[src/rtl/ysyx_22041211_mem_arbiter_pkg.sv]
// Shared definitions for the IFU/LSU memory arbiter: widths, FSM encoding,
// requester IDs and the round-robin pick rule.
package ysyx_22041211_mem_arbiter_pkg;

   localparam int ADDR_LEN = 32;
   localparam int DATA_LEN = 32;
   localparam int MASK_LEN = DATA_LEN / 8;

   typedef enum logic [1:0] {
      ST_IDLE = 2'b00,
      ST_REQ  = 2'b01,
      ST_RSP  = 2'b10
   } arb_state_t;

   localparam logic REQ_IFU = 1'b0;
   localparam logic REQ_LSU = 1'b1;

   // A tie goes to whichever requester did not complete the previous transaction.
   function automatic logic pick_owner(input logic i_v0, input logic i_v1, input logic i_last);
      logic w_pick;
      if (i_v0 && i_v1) begin
         w_pick = ~i_last;
      end else if (i_v1) begin
         w_pick = REQ_LSU;
      end else begin
         w_pick = REQ_IFU;
      end
      return w_pick;
   endfunction

endpackage

[src/rtl/ysyx_22041211_mem_arbiter_if.sv]
// One request/response memory channel. The requester side uses master,
// the side that serves requests uses slave.
interface ysyx_22041211_mem_arbiter_if;
   import ysyx_22041211_mem_arbiter_pkg::*;

   logic                req_valid;
   logic                req_ready;
   logic [ADDR_LEN-1:0] addr;
   logic [DATA_LEN-1:0] wdata;
   logic                wen;
   logic [MASK_LEN-1:0] wmask;
   logic                rsp_valid;
   logic                rsp_ready;
   logic [DATA_LEN-1:0] rdata;

   modport master (
      output req_valid, addr, wdata, wen, wmask, rsp_ready,
      input  req_ready, rsp_valid, rdata
   );

   modport slave (
      input  req_valid, addr, wdata, wen, wmask, rsp_ready,
      output req_ready, rsp_valid, rdata
   );

endinterface

[src/rtl/ysyx_22041211_choose.sv]
// Generic 2:1 selector: key=0 passes i_in0, key=1 passes i_in1.
module ysyx_22041211_choose #(
   parameter int DATA_LEN = 32
) (
   input  logic                i_key,
   input  logic [DATA_LEN-1:0] i_in0,
   input  logic [DATA_LEN-1:0] i_in1,
   output logic [DATA_LEN-1:0] o_out
);

   // Select between the two inputs.
   always_comb begin
      if (i_key) begin
         o_out = i_in1;
      end else begin
         o_out = i_in0;
      end
   end

endmodule

[src/rtl/ysyx_22041211_mem_arbiter.sv]
// Shares one memory port between IFU (r0) and LSU (r1), one outstanding
// transaction at a time, round-robin on simultaneous requests.
module ysyx_22041211_mem_arbiter
   import ysyx_22041211_mem_arbiter_pkg::*;
(
   input logic                          i_clock,
   input logic                          i_reset,
   ysyx_22041211_mem_arbiter_if.slave   io_r0,
   ysyx_22041211_mem_arbiter_if.slave   io_r1,
   ysyx_22041211_mem_arbiter_if.master  io_mem
);

   arb_state_t          r_state;
   logic                r_owner;
   logic                r_last;

   logic                w_live;
   logic                w_in_req;
   logic                w_in_rsp;
   logic                w_own_rsp_ready;
   logic [ADDR_LEN-1:0] w_addr;
   logic [DATA_LEN-1:0] w_wdata;
   logic                w_wen;
   logic [MASK_LEN-1:0] w_wmask;

   // Handshake outputs are forced low while reset is held, even before the first edge.
   assign w_live   = ~i_reset;
   assign w_in_req = w_live && (r_state == ST_REQ);
   assign w_in_rsp = w_live && (r_state == ST_RSP);

   ysyx_22041211_choose #(.DATA_LEN(ADDR_LEN)) u_choose_addr (
      .i_key(r_owner), .i_in0(io_r0.addr), .i_in1(io_r1.addr), .o_out(w_addr)
   );
   ysyx_22041211_choose #(.DATA_LEN(DATA_LEN)) u_choose_wdata (
      .i_key(r_owner), .i_in0(io_r0.wdata), .i_in1(io_r1.wdata), .o_out(w_wdata)
   );
   ysyx_22041211_choose #(.DATA_LEN(1)) u_choose_wen (
      .i_key(r_owner), .i_in0(io_r0.wen), .i_in1(io_r1.wen), .o_out(w_wen)
   );
   ysyx_22041211_choose #(.DATA_LEN(MASK_LEN)) u_choose_wmask (
      .i_key(r_owner), .i_in0(io_r0.wmask), .i_in1(io_r1.wmask), .o_out(w_wmask)
   );

   // Owner's response-ready, used both for the FSM and the memory side.
   always_comb begin
      if (r_owner == REQ_LSU) begin
         w_own_rsp_ready = io_r1.rsp_ready;
      end else begin
         w_own_rsp_ready = io_r0.rsp_ready;
      end
   end

   // Arbitration FSM: grant in IDLE, forward request in REQ, return response in RSP.
   always_ff @(posedge i_clock) begin
      if (i_reset) begin
         r_state <= ST_IDLE;
         r_owner <= REQ_IFU;
         r_last  <= REQ_LSU;
      end else begin
         case (r_state)
            ST_IDLE: begin
               if (io_r0.req_valid || io_r1.req_valid) begin
                  r_owner <= pick_owner(io_r0.req_valid, io_r1.req_valid, r_last);
                  r_state <= ST_REQ;
               end else begin
                  r_state <= ST_IDLE;
               end
            end
            ST_REQ: begin
               if (io_mem.req_ready) begin
                  r_state <= ST_RSP;
               end else begin
                  r_state <= ST_REQ;
               end
            end
            ST_RSP: begin
               if (io_mem.rsp_valid && w_own_rsp_ready) begin
                  r_state <= ST_IDLE;
                  r_last  <= r_owner;
               end else begin
                  r_state <= ST_RSP;
               end
            end
            default: begin
               r_state <= ST_IDLE;
            end
         endcase
      end
   end

   // Combinational routing between the owner and the memory port.
   always_comb begin
      io_mem.req_valid = w_in_req;
      io_mem.addr      = w_addr;
      io_mem.wdata     = w_wdata;
      io_mem.wen       = w_wen;
      io_mem.wmask     = w_wmask;
      io_mem.rsp_ready = w_in_rsp && w_own_rsp_ready;
      io_r0.req_ready  = w_in_req && (r_owner == REQ_IFU) && io_mem.req_ready;
      io_r1.req_ready  = w_in_req && (r_owner == REQ_LSU) && io_mem.req_ready;
      io_r0.rsp_valid  = w_in_rsp && (r_owner == REQ_IFU) && io_mem.rsp_valid;
      io_r1.rsp_valid  = w_in_rsp && (r_owner == REQ_LSU) && io_mem.rsp_valid;
      io_r0.rdata      = io_mem.rdata;
      io_r1.rdata      = io_mem.rdata;
   end

endmodule
[src/flat_wrapper.sv]
// flat-port wrapper written by rule: the top's interface ports become plain ports
module ysyx_22041211_mem_arbiter_flat import ysyx_22041211_mem_arbiter_pkg::*;
  (i_clock, i_reset, io_r0_req_valid, io_r0_addr, io_r0_wdata, io_r0_wen, io_r0_wmask, io_r0_rsp_ready, io_r0_req_ready, io_r0_rsp_valid, io_r0_rdata, io_r1_req_valid, io_r1_addr, io_r1_wdata, io_r1_wen, io_r1_wmask, io_r1_rsp_ready, io_r1_req_ready, io_r1_rsp_valid, io_r1_rdata, io_mem_req_valid, io_mem_addr, io_mem_wdata, io_mem_wen, io_mem_wmask, io_mem_rsp_ready, io_mem_req_ready, io_mem_rsp_valid, io_mem_rdata);
  ysyx_22041211_mem_arbiter_if io_r0_i ();
  ysyx_22041211_mem_arbiter_if io_r1_i ();
  ysyx_22041211_mem_arbiter_if io_mem_i ();
  input logic i_clock;
  input logic i_reset;
  input wire logic [$bits(io_r0_i.req_valid)-1:0] io_r0_req_valid;
  input wire logic [$bits(io_r0_i.addr)-1:0] io_r0_addr;
  input wire logic [$bits(io_r0_i.wdata)-1:0] io_r0_wdata;
  input wire logic [$bits(io_r0_i.wen)-1:0] io_r0_wen;
  input wire logic [$bits(io_r0_i.wmask)-1:0] io_r0_wmask;
  input wire logic [$bits(io_r0_i.rsp_ready)-1:0] io_r0_rsp_ready;
  output wire logic [$bits(io_r0_i.req_ready)-1:0] io_r0_req_ready;
  output wire logic [$bits(io_r0_i.rsp_valid)-1:0] io_r0_rsp_valid;
  output wire logic [$bits(io_r0_i.rdata)-1:0] io_r0_rdata;
  input wire logic [$bits(io_r1_i.req_valid)-1:0] io_r1_req_valid;
  input wire logic [$bits(io_r1_i.addr)-1:0] io_r1_addr;
  input wire logic [$bits(io_r1_i.wdata)-1:0] io_r1_wdata;
  input wire logic [$bits(io_r1_i.wen)-1:0] io_r1_wen;
  input wire logic [$bits(io_r1_i.wmask)-1:0] io_r1_wmask;
  input wire logic [$bits(io_r1_i.rsp_ready)-1:0] io_r1_rsp_ready;
  output wire logic [$bits(io_r1_i.req_ready)-1:0] io_r1_req_ready;
  output wire logic [$bits(io_r1_i.rsp_valid)-1:0] io_r1_rsp_valid;
  output wire logic [$bits(io_r1_i.rdata)-1:0] io_r1_rdata;
  output wire logic [$bits(io_mem_i.req_valid)-1:0] io_mem_req_valid;
  output wire logic [$bits(io_mem_i.addr)-1:0] io_mem_addr;
  output wire logic [$bits(io_mem_i.wdata)-1:0] io_mem_wdata;
  output wire logic [$bits(io_mem_i.wen)-1:0] io_mem_wen;
  output wire logic [$bits(io_mem_i.wmask)-1:0] io_mem_wmask;
  output wire logic [$bits(io_mem_i.rsp_ready)-1:0] io_mem_rsp_ready;
  input wire logic [$bits(io_mem_i.req_ready)-1:0] io_mem_req_ready;
  input wire logic [$bits(io_mem_i.rsp_valid)-1:0] io_mem_rsp_valid;
  input wire logic [$bits(io_mem_i.rdata)-1:0] io_mem_rdata;
  assign io_r0_i.req_valid = io_r0_req_valid;
  assign io_r0_i.addr = io_r0_addr;
  assign io_r0_i.wdata = io_r0_wdata;
  assign io_r0_i.wen = io_r0_wen;
  assign io_r0_i.wmask = io_r0_wmask;
  assign io_r0_i.rsp_ready = io_r0_rsp_ready;
  assign io_r0_req_ready = io_r0_i.req_ready;
  assign io_r0_rsp_valid = io_r0_i.rsp_valid;
  assign io_r0_rdata = io_r0_i.rdata;
  assign io_r1_i.req_valid = io_r1_req_valid;
  assign io_r1_i.addr = io_r1_addr;
  assign io_r1_i.wdata = io_r1_wdata;
  assign io_r1_i.wen = io_r1_wen;
  assign io_r1_i.wmask = io_r1_wmask;
  assign io_r1_i.rsp_ready = io_r1_rsp_ready;
  assign io_r1_req_ready = io_r1_i.req_ready;
  assign io_r1_rsp_valid = io_r1_i.rsp_valid;
  assign io_r1_rdata = io_r1_i.rdata;
  assign io_mem_req_valid = io_mem_i.req_valid;
  assign io_mem_addr = io_mem_i.addr;
  assign io_mem_wdata = io_mem_i.wdata;
  assign io_mem_wen = io_mem_i.wen;
  assign io_mem_wmask = io_mem_i.wmask;
  assign io_mem_rsp_ready = io_mem_i.rsp_ready;
  assign io_mem_i.req_ready = io_mem_req_ready;
  assign io_mem_i.rsp_valid = io_mem_rsp_valid;
  assign io_mem_i.rdata = io_mem_rdata;
  ysyx_22041211_mem_arbiter u_core (.i_clock(i_clock), .i_reset(i_reset), .io_r0(io_r0_i), .io_r1(io_r1_i), .io_mem(io_mem_i));
endmodule
[config.mk]
export PLATFORM = sky130hd
export DESIGN_NAME = ysyx_22041211_mem_arbiter_flat
export DESIGN_NICKNAME = d
export VERILOG_FILES = /design/src/rtl/ysyx_22041211_mem_arbiter_pkg.sv /design/src/rtl/ysyx_22041211_mem_arbiter_if.sv /design/src/rtl/ysyx_22041211_choose.sv /design/src/rtl/ysyx_22041211_mem_arbiter.sv /design/src/flat_wrapper.sv
export SDC_FILE = /design/constraint.sdc
export NUM_CORES = 1
export LEC_CHECK = 0
export CORE_AREA = 2 2 124 126
export CTS_BUF_LIST = sky130_fd_sc_hd__clkbuf_2
export CTS_CLUSTER_DIAMETER = 150
export DETAILED_ROUTE_END_ITERATION = 10
export DIE_AREA = 0 0 126 128
export GPL_ROUTABILITY_DRIVEN = 0
export PLACE_DENSITY = 0.51
export SLEW_MARGIN = 25
export SYNTH_ARGS = -nofsm -noshare
export SYNTH_HDL_FRONTEND = slang
export SYNTH_SLANG_ARGS = --single-unit
[constraint.sdc]
create_clock -name i_clock -period 3.2 [get_ports i_clock]
set_input_delay 0.64 -clock i_clock [delete_from_list [all_inputs] [get_ports i_clock]]
set_output_delay 0.64 -clock i_clock [all_outputs]
set_load 0.01 [all_outputs]
# Yosys cells after proc, flatten, opt, wreduce, memory -nomap -nowiden
# Index checks and enable logic that the tools add are counted.
# totals
output_inout_bits	139
in_bits	178
reg_bits	4
elab_cells	36
# op_classes
reduce_logical	17
n_eq_ne	2
muxes	11
n_bitwise	3
# op_table
cell	count
32-bit 2-to-1 mux	2
1-bit logical AND	13
2-bit case mux with 3 select lines	1
1-bit 2-to-1 mux	5
2-bit 2-to-1 mux	2
4-bit 2-to-1 mux	1
2-bit AND reduction	2
1-bit inverter	3
2-bit by 1-bit equality test with 1-bit output (second input constant)	1
2-bit equality test (second input constant)	1
2-bit zero test	1
1-bit logical OR	1

# Longest topological paths before layout
# depth
ltp_word	4
depth_mapped	4
ltp_nobuf	3

# Modules after synthesis
# From an unflattened synthesis, not the netlist that was laid out.
# hier_totals
cells_unflattened	171
area_unflattened_um2	1856.8
# modules_own_cells
module	n_inst	seq_area_each_um2	cells_each	area_per_inst_um2
ysyx_22041211_choose (u_core.u_choose_addr ...)	2	0.0	36	544.3
ysyx_22041211_mem_arbiter	1	80.1	94	708.2
ysyx_22041211_choose (u_core.u_choose_wmask)	1	0.0	4	45.0
ysyx_22041211_choose (u_core.u_choose_wen)	1	0.0	1	15.0

# Worst setup path before layout
# OpenSTA, ideal clock, no wires.
# synth_path
kind	input port to output port
start	input i_reset
end	output io_r0_req_ready
setup_slack_ns	1.496
n_path_buf	0
t_arrival_ns	1.064
stages	3
required_ns	2.560
path_cell_list	nor2_1 -> nand3_1 -> nor2_1
# synth_via
elab_chain_cells	4
# synth_lines
element	line_no	rtl
from (decl)	flat_wrapper.sv:8	input logic i_reset;
1-bit inverter	ysyx_22041211_mem_arbiter.sv:27	assign w_live = ~i_reset;
1-bit logical AND	ysyx_22041211_mem_arbiter.sv:28	assign w_in_req = w_live && (r_state == ST_REQ);
1-bit logical AND (2 in a row)	ysyx_22041211_mem_arbiter.sv:99	io_r0.req_ready = w_in_req && (r_owner == REQ_IFU) && io_mem.req_ready;
to (decl)	flat_wrapper.sv:15	output wire logic [$bits(io_r0_i.req_ready)-1:0] io_r0_req_ready;
# Every way passes these cells.

# Worst setup path in the final report
# layout_path
start	input i_reset
end	output io_r1_req_ready
# layout_via
elab_chain_cells	4
# layout_lines
element	line_no	rtl
1-bit inverter	ysyx_22041211_mem_arbiter.sv:27	
1-bit logical AND	ysyx_22041211_mem_arbiter.sv:28	
1-bit logical AND (2 in a row)	ysyx_22041211_mem_arbiter.sv:100	io_r1.req_ready = w_in_req && (r_owner == REQ_LSU) && io_mem.req_ready;
to (decl)	flat_wrapper.sv:24	output wire logic [$bits(io_r1_i.req_ready)-1:0] io_r1_req_ready;
# Every way passes these cells.

==> results.yml <==
run_status:
  status: "complete, no violations"
final_layout:
  final_cell_mix: "clkdlybuf4s50_1 (220), mux2_4 (56), mux2_2 (13)"
  area_growth_syn_to_layout_pct: 104
  drive_above_1_share: 0.252
  final_common_cell: "clkdlybuf4s50_1"
  diodes: 0
  fillers: 1564
  nets: 508
grt:
  grt_remaining_overflow: 0
  grtUsageTotal: 0.0920
  antenna_found_initial: 0
  busiest_layer: "met2"
  met1_usage: 0.105
  grt_pass1_vias: 1856
  met3_usage: 0.0280
  grt_pass1_wl_um: 11400
  grt_max_degree: 27
  met2_usage: 0.168
power_and_ir_drop:
  ir_worst_vdd_mv: 0.0520
  fin_total_pwr_mw: 0.681
  p_per_area_nw_per_um2: 183
  p_leak_nw: 1.44
setup_path:
  endpoint_kind: "output pin"
  slowest_delay_ns: 0.54
  arrival_ns: 2.17
  crit_buf_inv: 2
  crit_fanout: 7
  cp-start-kind: "input port"
  crit_family: "buffers and inverters"
  cpMaxStageDelayCell: "clkdlybuf4s50_1"
  path_class: "in2out"
  worstPathCellList: "clkdlybuf4s50_1 -> nor2_1 -> nand3_1 -> nor2_1 -> clkdlybuf4s50_1"
  required_ns: 2.56
yosys:
  ys_warn_count: 0
  synth_area_sq_um: 1830
  synth-seq-cells: 4
  yosysUniqueCellTypes: 26
  syn_nets: 349
  synth_cells: 171
  ys_seq_area_frac: 0.0438
  synth.avg_cell_area_sq_um: 10.7
placed_design:
  dpl.hpwl_um: 7280
  dp_slack_ns: 0.384
  port_buffers: 220
clocking:
  ctsResizeCount: 0
  cts_tree: "done"
  holdBufCountCts: 0
  clock_sinks: 4
  cts_made_buffers: 3
  root_buffer: "clkbuf_2"
  cts_setup_buffers: 0
  clk_path_buf_depth: 2
  htreeDepth: 1
  clk_latency_ns: 0.21
  cts.clk_slew.worst_paths_ns: 0.06
timing:
  fin_crit_sh: 0.880
  fin_tns_setup_ns: 0
  finalSetupViolCount: 0
  layout_min_cycle_time_ns: 2.81
  skew_ns: 0.0158
  rsz0062_at_grt: "false"
  worst_pin_slew_ns: 0.465
  worst_slack_ns: 0.385
  slew_headroom: 0.690
  drv_slew: 0
  hold_violations: 0
  fmax_mhz: 355
floorplan:
  initial_core_util: 0.123
  die-area_sq_um: 16100
  die_y_um: 128
  row_count: 45
  core-area_sq_um: 14900
  io_pins: 317
  die_w_um: 126
worst_hold_path:
  hp-class: "reg2reg"
routing:
  drtAntennaViolNets: 0
  viasPerCell: 3.39
  dr.first_iter.drc_count: 20
  first_pass_iters: 4
  wl_per_cell_um: 15.8
  drcViolationCount: 0
  wl_um: 8150
  dr_total_vias: 1754
job:
  cap_violations: 0
[Yosys cell counts]
| master | count | share of area |
|---|---|---|
| buf_6 | 1 | 0.0062 |
| nor2b_1 | 1 | 0.0034 |
| buf_8 | 1 | 0.0082 |
| o311a_1 | 1 | 0.0055 |
| buf_12 | 5 | 0.055 |
| mux2_2 | 13 | 0.080 |
| mux2i_1 | 1 | 0.0055 |
| dfxtp_1 | 4 | 0.044 |
| nand3b_1 | 1 | 0.0041 |
| nor2_1 | 4 | 0.0082 |
| inv_1 | 1 | 0.0021 |
| nand2_2 | 1 | 0.0034 |
| a21o_1 | 1 | 0.0041 |
| nand2b_1 | 1 | 0.0034 |
| and2_1 | 1 | 0.0034 |
| a21oi_1 | 2 | 0.0055 |
| mux2_4 | 56 | 0.46 |
| nand3_1 | 2 | 0.0055 |
| o211ai_2 | 1 | 0.0068 |
| o21ai_0 | 1 | 0.0027 |
| inv_2 | 1 | 0.0021 |
| nand2_1 | 2 | 0.0041 |
| buf_2 | 1 | 0.0027 |
| o31ai_1 | 1 | 0.0041 |
| buf_4 | 64 | 0.26 |
| nor3_1 | 3 | 0.0082 |
[worst paths after layout]
kind	from	endpoint	slack (ns)	depth (start not counted)
worst max-delay path	i_reset	io_r1_req_ready	0.39	5
worst min-delay path	u_core.r_last	u_core.r_last	0.51	2
worst max register to register	u_core.r_owner	u_core.r_state[1]	1.75	3
worst min register to register	u_core.r_last	u_core.r_last	0.51	2
[cell families after synthesis]
| kind of cell | share of synthesized area |
|---|---|
| mux | 0.545 |
| flops | 0.0438 |
| buf+inv | 0.339 |
| compound gates | 0.0287 |
| simple gates | 0.0438 |
[metrics by stage]
step	hold slack [ns]	cells	instance area [sq um]	util
floorplan	0.456	171	1830	-
global placement	0.488	513	3700	0.249
detailed placement	0.496	513	3700	0.249
CTS	0.513	517	3720	0.251
global route	0.579	517	3720	0.251
finish	0.508	517	3720	0.251
[final cells by class]
cell class | instances | area (sq um) | area share
clock buffer | 4 | 20.0 | 0.00538
tap | 188 | 235 | 0.0632
inverter | 2 | 7.51 | 0.00202
timing repair buffer | 226 | 2250 | 0.603
multi-input combinational | 93 | 1130 | 0.303
sequential | 4 | 83.8 | 0.0225
[worst register-to-register path, delay by kind of cell, from the launching register on]
kind	cells	cell delay, ns
AO/OA/AOI/OAI	1	0.22
multiplexers	1	0.39
flip-flops	1	0.65
AND/OR/NAND/NOR	1	0.09
[state kept, by name, indices dropped and copies added (netlist names)]
signal and cells:
u_core.r_state 2, u_core.r_owner 1, u_core.r_last 1
[layer usage]
| layer | vias to the layer above | wire length (um) |
|---|---|---|
| met5 | - | 0 |
| met4 | 0 | 51 |
| li1 | 846 | - |
| met1 | 776 | 3140 |
| met3 | 4 | 751 |
| met2 | 128 | 4210 |
[power by group]
group	internal (mW)	switching, mW	total (mW)
Clock	0.0330	0.0231	0.0561
Combinational	0.401	0.156	0.557
Sequential	0.0532	0.0143	0.0675
Total	0.487	0.194	0.681
No activity file was read; power rests on OpenSTA's default activity.
